===== src/rtl/dds_sweep_ctrl.sv =====
// dds_sweep_ctrl: frequency-sweep sequencer for one DDS channel.
// Idle passes the static config through; a sweep replaces the increment field with stepped points.
module dds_sweep_ctrl #(
    parameter int INC_W   = 24,
    parameter int DWELL_W = 24,
    parameter int IDX_W   = 16
) (
    input  logic               clk,
    input  logic               rst_n,
    input  logic [31:0]        cfg_in,
    input  logic [INC_W-1:0]   start_inc,
    input  logic [INC_W-1:0]   step_inc,
    input  logic [INC_W-1:0]   stop_inc,
    input  logic               dir_down,
    input  logic [DWELL_W-1:0] dwell,
    input  logic               repeat_en,
    input  logic               start,
    input  logic               abort,
    output logic [31:0]        cfg_out,
    output logic               busy,
    output logic               step_stb,
    output logic               done,
    output logic [IDX_W-1:0]   point_idx
);

    typedef enum logic {IDLE, RUN} state_t;

    state_t             state, state_d;
    logic [INC_W-1:0]   cur, cur_d;
    logic [DWELL_W-1:0] cnt, cnt_d;
    logic [IDX_W-1:0]   idx_d;
    logic               stb_d, done_d, busy_d, load;
    logic [31:0]        cfg_d;
    logic [INC_W:0]     nxt;
    logic               cur_ok;

    logic [INC_W-1:0]   start_s, step_s, stop_s;
    logic [DWELL_W-1:0] dwell_s;
    logic               down_s, rpt_s;

    // One extra bit catches carry (ascending) or borrow (descending).
    function automatic logic [INC_W:0] step_val(input logic [INC_W-1:0] v,
                                               input logic [INC_W-1:0] s,
                                               input logic dn);
        return dn ? ({1'b0, v} - {1'b0, s}) : ({1'b0, v} + {1'b0, s});
    endfunction

    function automatic logic has_next(input logic [INC_W-1:0] v,
                                      input logic [INC_W-1:0] s,
                                      input logic [INC_W-1:0] lim,
                                      input logic dn);
        logic [INC_W:0] n;
        n = step_val(v, s, dn);
        if (n[INC_W] || s == '0)
            return 1'b0;
        return dn ? (n[INC_W-1:0] >= lim) : (n[INC_W-1:0] <= lim);
    endfunction

    function automatic logic [IDX_W-1:0] sat_inc(input logic [IDX_W-1:0] v);
        return (v == '1) ? v : v + IDX_W'(1);
    endfunction

    // Without repeat, done is raised one edge early so it lands in the final busy cycle.
    always_comb begin
        state_d = state;
        cur_d   = cur;
        cnt_d   = cnt;
        idx_d   = point_idx;
        stb_d   = 1'b0;
        done_d  = 1'b0;
        busy_d  = busy;
        load    = 1'b0;
        nxt     = step_val(cur, step_s, down_s);
        cur_ok  = has_next(cur, step_s, stop_s, down_s);
        case (state)
            IDLE: begin
                if (start && !abort) begin
                    load    = 1'b1;
                    state_d = RUN;
                    cur_d   = start_inc;
                    cnt_d   = dwell;
                    idx_d   = '0;
                    stb_d   = 1'b1;
                    busy_d  = 1'b1;
                    done_d  = !repeat_en && (dwell == '0) &&
                              !has_next(start_inc, step_inc, stop_inc, dir_down);
                end
            end
            RUN: begin
                if (abort) begin
                    state_d = IDLE;
                    busy_d  = 1'b0;
                end else if (cnt != '0) begin
                    cnt_d  = cnt - DWELL_W'(1);
                    done_d = !rpt_s && !cur_ok && (cnt == DWELL_W'(1));
                end else if (cur_ok) begin
                    cur_d  = nxt[INC_W-1:0];
                    cnt_d  = dwell_s;
                    idx_d  = sat_inc(point_idx);
                    stb_d  = 1'b1;
                    done_d = !rpt_s && (dwell_s == '0) &&
                             !has_next(nxt[INC_W-1:0], step_s, stop_s, down_s);
                end else if (rpt_s) begin
                    cur_d  = start_s;
                    cnt_d  = dwell_s;
                    idx_d  = '0;
                    stb_d  = 1'b1;
                    done_d = 1'b1;
                end else begin
                    state_d = IDLE;
                    busy_d  = 1'b0;
                end
            end
            default: state_d = IDLE;
        endcase
        cfg_d = (state_d == RUN) ? {cfg_in[31:INC_W], cur_d} : cfg_in;
    end

    always_ff @(posedge clk or negedge rst_n) begin
        if (!rst_n) begin
            state     <= IDLE;
            cur       <= '0;
            cnt       <= '0;
            point_idx <= '0;
            step_stb  <= 1'b0;
            done      <= 1'b0;
            busy      <= 1'b0;
            cfg_out   <= '0;
        end else begin
            state     <= state_d;
            cur       <= cur_d;
            cnt       <= cnt_d;
            point_idx <= idx_d;
            step_stb  <= stb_d;
            done      <= done_d;
            busy      <= busy_d;
            cfg_out   <= cfg_d;
        end
    end

    // Sweep parameters are frozen at start; later input changes wait for the next start.
    always_ff @(posedge clk) begin
        if (load) begin
            start_s <= start_inc;
            step_s  <= step_inc;
            stop_s  <= stop_inc;
            down_s  <= dir_down;
            dwell_s <= dwell;
            rpt_s   <= repeat_en;
        end
    end

endmodule


===== config.mk =====
export PLATFORM = sky130hd
export DESIGN_NAME = dds_sweep_ctrl
export DESIGN_NICKNAME = d
export VERILOG_FILES = /design/src/rtl/dds_sweep_ctrl.sv
export SDC_FILE = /design/constraint.sdc
export NUM_CORES = 1
export LEC_CHECK = 0
export ABC_AREA = 0
export CAP_MARGIN = 10
export CORE_MARGIN = 4
export CORE_UTILIZATION = 45
export CTS_CLUSTER_DIAMETER = 120
export DETAILED_ROUTE_END_ITERATION = 16
export GPL_TIMING_DRIVEN = 0
export PLACE_DENSITY_LB_ADDON = 0.12
export SETUP_SLACK_MARGIN = 0.3
export SLEW_MARGIN = 20
export SYNTH_ARGS = -nofsm -noshare
export SYNTH_HDL_FRONTEND = slang
export SYNTH_SLANG_ARGS = --single-unit

===== constraint.sdc =====
create_clock -name clk -period 9.8 [get_ports clk]
set_clock_uncertainty 0.2 [all_clocks]
set_input_delay 0.98 -clock clk [delete_from_list [all_inputs] [get_ports clk]]
set_output_delay 0.98 -clock clk [all_outputs]
set_load 0.02 [all_outputs]

# Word level (Yosys, flattened, before mapping)
# Index checks and enable logic that the tools add are counted.
[totals] latch_bits=0 input_bits=134 romBits=0 ram_bits=0 mem_count=0 wordCells=132 out_inout_bits=51 regBits=198
[classes] addsub=8 eq_ne=11 n_shift=0 n_reduce_logical=24 bitwise=1 n_div=0 muxes=68 mul=0 n_lt_le_gt_ge=6
[ops] op="2-to-1 mux 24 bit" n=11
[ops] op="zero test 24 bit" n=4
[ops] op="2-to-1 mux 16 bit" n=6
[ops] op="case mux 24 bit (2 select lines)" n=2
[ops] op="adder 24 x 24 -> 25 bit" n=3
[ops] op="2-to-1 mux 25 bit" n=3
[ops] op="subtractor 24 x 24 -> 25 bit" n=3
[ops] op="greater-or-equal comparator 24 bit" n=3
[ops] op="less-or-equal comparator 24 bit" n=3
[ops] op="2-to-1 mux 1 bit" n=41
[ops] op="case mux 16 bit (2 select lines)" n=1
[ops] op="== test 24 x 1 -> 1 bit (second input constant)" n=1
[ops] op="nonzero test 24 bit" n=1
[ops] op="subtractor 24 x 1 -> 24 bit (second input constant)" n=1
[ops] op="adder 16 x 1 -> 16 bit (second input constant)" n=1
[ops] op="== test 16 bit (second input constant)" n=1
[ops] op="!= test 3 bit (second input constant)" n=4
[ops] op="case mux 1 bit (2 select lines)" n=4
[ops] op="logical AND 1 bit" n=7
[ops] op="zero test 1 bit" n=6
[ops] op="!= test 2 bit (second input constant)" n=3
[ops] op="AND reduction 5 bit" n=1
[ops] op="!= test 4 x 1 -> 1 bit (second input constant)" n=1
[ops] op="AND reduction 4 bit" n=1
[ops] op="other kinds (4)" n=6

# Logic depth before layout (Yosys ltp)
[logic_depth] word_depth=21 mapped_depth=33

# Least setup slack after synthesis
# OpenSTA, ideal clock, no wires.
[synth_timing] kind="register to register" start="register down_s" end="register done" path_slack_ns=2.632 stages_incl_launch_ff=32 setup_ns=0.116 t_required_ns=9.484 arrival_ns=6.852 path_cell_list="edfxtp_1 clkbuf_1 buf_1 buf_1 mux2i_1 ha_1 nor2b_1 o2111ai_1 and4_1 o211ai_1 a21oi_2 maj3_1 o21ai_0 xor2_1 ha_1 a21o_1 a21o_1 a21oi_1 nand2_1 o221a_2 a31o_2 a2111o_1 o311ai_0 ha_1 nand4_1 nor4_1 a21oi_1 o211ai_1 o31a_1 o31ai_1 a2111oi_0 o311ai_0"
[synth_between] elab_chain_cells=20 word_cells_on_any_way=33 classes_between="2 x add/sub; 4 x order compare; 20 x mux; 7 x reduce/logical"
[synth_rtl] element="from (decl)" line_no="39" source="logic down_s, rpt_s;"
[synth_rtl] element="from (signal assigned)" line_no="147" source="down_s <= dir_down;"
[synth_rtl] element="branches (longest 17 deep; another with adder 24 x 24 -> 25 bit)"
[synth_rtl] element="2-to-1 mux 1 bit (*)" line_no="93" source="end else if (cnt != '0) begin"
[synth_rtl] element="2-to-1 mux 1 bit (*)" line_no="90" source="if (abort) begin"
[synth_rtl] element="case mux 1 bit (2 select lines) (*)" line_no="75" source="case (state)"
[synth_rtl] element="named net done_d" line_no="32" source="logic stb_d, done_d, busy_d, load;"
[synth_rtl] element="to (signal assigned)" line_no="135" source="done <= done_d;"
[synth_rtl] element="to (decl)" line_no="22" source="output logic done,"
# Mark *: on every way through the listed nets, which the timed path passes. The select of a mux whose other input is x is not followed.
# A chain may end at the register's enable or synchronous reset.

# Worst setup path in the final report
[layout_timing] start="register down_s" end="register cnt[11]"
[layout_between] elab_chain_cells=8 word_cells_on_any_way=13 classes_between="2 x order compare; 1 x eq/ne; 8 x mux; 2 x reduce/logical"
[layout_rtl] element="2-to-1 mux 25 bit" line_no="45" source="return dn ? ({1'b0, v} - {1'b0, s}) : ({1'b0, v} + {1'b0, s});"
[layout_rtl] element="less-or-equal comparator 24 bit (tied with other cells)" line_no="56" source="return dn ? (n[INC_W-1:0] >= lim) : (n[INC_W-1:0] <= lim);"
[layout_rtl] element="2-to-1 mux 1 bit (on tied branches)" line_no="56, 54"
[layout_rtl] element="2-to-1 mux 1 bit (*)" line_no="56"
[layout_rtl] element="2-to-1 mux 24 bit" line_no="96" source="end else if (cur_ok) begin"
[layout_rtl] element="2-to-1 mux 24 bit" line_no="93"
[layout_rtl] element="2-to-1 mux 24 bit" line_no="90"
[layout_rtl] element="case mux 24 bit (2 select lines)" line_no="75"
[layout_rtl] element="to (signal assigned)" line_no="132" source="cnt <= cnt_d;"
[layout_rtl] element="to (decl)" line_no="30" source="logic [DWELL_W-1:0] cnt, cnt_d;"
# Every way passes the cells marked *; elsewhere a longest branch is shown, timed or not. The select of a mux whose other input is x is not followed.

==> results by group <==
Floorplanning
  • Die height: 194 µm
  • Standard-cell row count: 67
  • Die footprint: roughly 38000 µm²
  • Core footprint: between 30000 and 40000 µm²
  • Die X-Extent: between 150 and 200 µm
  • IO Pins: between 150 and 200
  • Starting Density: between 40% and 50%

Critical path
  • Critical path arrival: 9.32 ns
  • Worst r2r src: down_s
  • Buf+Inv Stages, Crit Path: 7
  • CP most frequent cell: buf_2
  • Crit path max fanout: 10
  • Worst setup startpoint: down_s
  • Startpoint types: flop
  • CP endpoint kind: flop
  • CP top delay family: compound AO/OA/AOI/OAI gates
  • Slowest CP cell: edfxtp_1
  • Critical setup path kind: flop to flop
  • CP max stage delay: 0.60 ns
  • WP data required: approximately 9.9 ns

Global routing
  • GR Util All Layers: roughly 29%
  • Met3 GRT Util: under 10%
  • M2 GR Usage: a little over two fifths
  • GRT overflow: 0
  • First-pass GRT wire length: 84700 µm
  • Largest net degree at the start of global routing: 58
  • GR Util met1: roughly 41%
  • Initial antenna violation count: 1
  • Number of global-route vias before repair: between 10000 and 15000
  • GRT busiest layer: met2

Detailed routing
  • Routed wire length per instance: ~23 µm
  • Via density: a little over 6
  • Remaining antenna violation count: 0
  • DRT iter0 DRCs: 1548
  • Drt pass-1 iters: 8
  • Vias: roughly 15000
  • DR DRC count: 0
  • DRT Wirelength: ~55000 µm

Synth
  • Top FF cell, synth: dfrtp_1
  • Synth unique cells: 96
  • Post-Syn Nets: approximately 2000
  • Top post-synthesis cells by count: nor2_1 (164), a21oi_1 (149), ha_1 (142)
  • Top-area cell type share of the netlist area: about a fifth
  • Post-synth EDFFs: 98
  • Ys async rst share: about half
  • Mapped Avg Cell Area: approximately 9 µm²
  • Most frequent cell after synthesis: nor2_1
  • Mapped Area: about 16000 µm²
  • Area contributors post-synth: edfxtp_1 (19%), dfrtp_1 (16%), ha_1 (11%), xnor2_1 (5.3%), a21oi_1 (4.8%)
  • Post-Syn Instances: between 1500 and 2000
  • Area leader, netlist: edfxtp_1
  • Register area share after synthesis: 34.9%
  • Ys Warns: 0
  • Flops & latches, synth: ~200

CTS
  • Total CTS buffers: 17
  • CTS tree: done
  • Reg clk slew, reported paths: 0.07 ns
  • Worst-Skew Late Latency: around 0.47 ns
  • Clk buf depth: 2
  • # hold bufs at CTS: 0
  • Clock net sink count: around 200
  • Clk root buf: clkbuf_16
  • H-tree level count: 4

Job
  • MaxCap Viol Count: 0

Timing
  • Final Setup Violations: 0
  • RSZ-0062 raised after global routing: false
  • Final Critical Period: 9.19 ns
  • Period utilisation layout: a little over nine tenths
  • Worst Max-Slew Pin Slew: about 1.1 ns
  • Hold Vio Cnt, Final: 0
  • Max-slew violation count: 0
  • Max Freq: roughly 0.11 GHz
  • Slew headroom: around a quarter

Placed design
  • Post-Place Cells: 2355
  • Dpl cell area: 18100 µm²
  • GP Congestion: a little over 1
  • DP Wirelength: 44200 µm
  • Port Buf Inserts: ~180

Power
  • P per Cell Area: around 210 nW/µm²
  • Maximum vdd ir drop: around 0.15 mV
  • Lkg Pwr: approximately 0.0075 µW
  • Tot Pwr: a little under 4000 µW

Cells and area
  • Layout cells sized above 1: 5.36%
  • Final #Nets: 2204
  • Area growth, synth to finish: 20.3%
  • Final instance area: about 19000 µm²
  • Layout fillers: ~3100
  • Cell Count, Final, Fillers Out: about 2400

Status
  • Status: completed

Worst hold path
  • HP Class: primary input to async pin
==> final cells by class <==
type	instances	area [µm²]	share of cell area (%)
repair buffers	188	1930	10.3
inverters	103	387	2.06
clock inverters	6	76.3	0.407
well taps	448	561	2.99
multi-input cells	1353	9540	50.8
plain buffers	65	269	1.43
clock buffers	26	553	2.95
flip-flops and latches	198	5450	29.0
diodes	2	5.00	0.0267
==> final timing paths <==
| path | to | slack, ns | cells after the start |
|---|---|---|---|
| setup reg to reg | cnt[11] | 0.61 | 28 |
| max in group asynchronous | cur[17] | 8.45 | 2 |
| hold / removal | cfg_out[28] | 0.24 | 1 |
| setup / recovery | cnt[11] | 0.61 | 28 |
| hold reg to reg | cnt[9] | 0.34 | 2 |
| min in group clk | cnt[9] | 0.34 | 2 |
==> stage by stage <==
stage	util (%)	setup slack (ns)	hold WS, ns	setup TNS [ns]
after floorplan	-	2.63	0.285	0
after global placement	53.1	-0.183	0.315	-0.183
after detailed placement	53.4	-0.228	0.320	-0.228
after CTS	55.3	0.418	0.266	0
after global routing	55.4	0.342	0.279	0
final	55.4	0.611	0.245	0
==> layout by cell type (no fill, tap or decap), types with 8 or more instances in the layout <==
master             n
o31ai_1           29
a21o_1            50
a31oi_1           27
nor3_1            52
o22ai_1           15
nand2b_1          15
inv_1            102
o211ai_1          18
mux2_2             9
nor2_1           164
dfrtp_1          100
nor2b_1           20
clkdlybuf4s50_1  183
buf_2             12
and3_1            17
o21ai_0           71
mux2i_1           27
a21oi_1          149
nor4_1            22
or4_1             12
nand3_1           31
o21a_1            16
xnor2_1           94
clkbuf_1          51
clkbuf_16         20
edfxtp_1          98
ha_1             142
nand4_1           32
nand2_1          107
a211oi_1          12
and2_1            15
xor2_1            34
a21boi_0           8
or3_1             13
==> routing by layer <==
metal  wire (µm)  up-vias
met5           0        -
met4        1980        0
met3        5380      110
met2       23700      747
met1       24200     7033
li1            -     6828
==> registers in the layout (all words and copies together) (netlist names) <==
register   flops
busy           1
cfg_out       32
cnt           24
cur           24
done           1
down_s         1
dwell_s       24
point_idx     16
rpt_s          1
start_s       24
state          1
step_s        24
step_stb       1
stop_s        24
==> timing repair <==
action	CTS	global route
resized for setup	4	5
setup endpoints to repair	15	23
setup buffers	0	0
==> cells by family (layout without fill, tap and decap cells) <==
family,Yosys count,in the layout,share of synthesized area (%)
compound gates,496,496,21.5
other cells,0,2,0
mux,36,36,2.38
buf+inv,168,388,4.17
fa+ha+maj,147,147,11.8
flops,198,198,34.9
simple gates,543,543,17.7
xor+xnor,131,131,7.54
==> power breakdown <==
part           switching (µW)  internal [µW]  leakage [µW]
combinational            1260            874       0.00511
sequential               79.6            963       0.00211
clock                     342            422      0.000309
No activity file was read; power rests on OpenSTA's default activity.
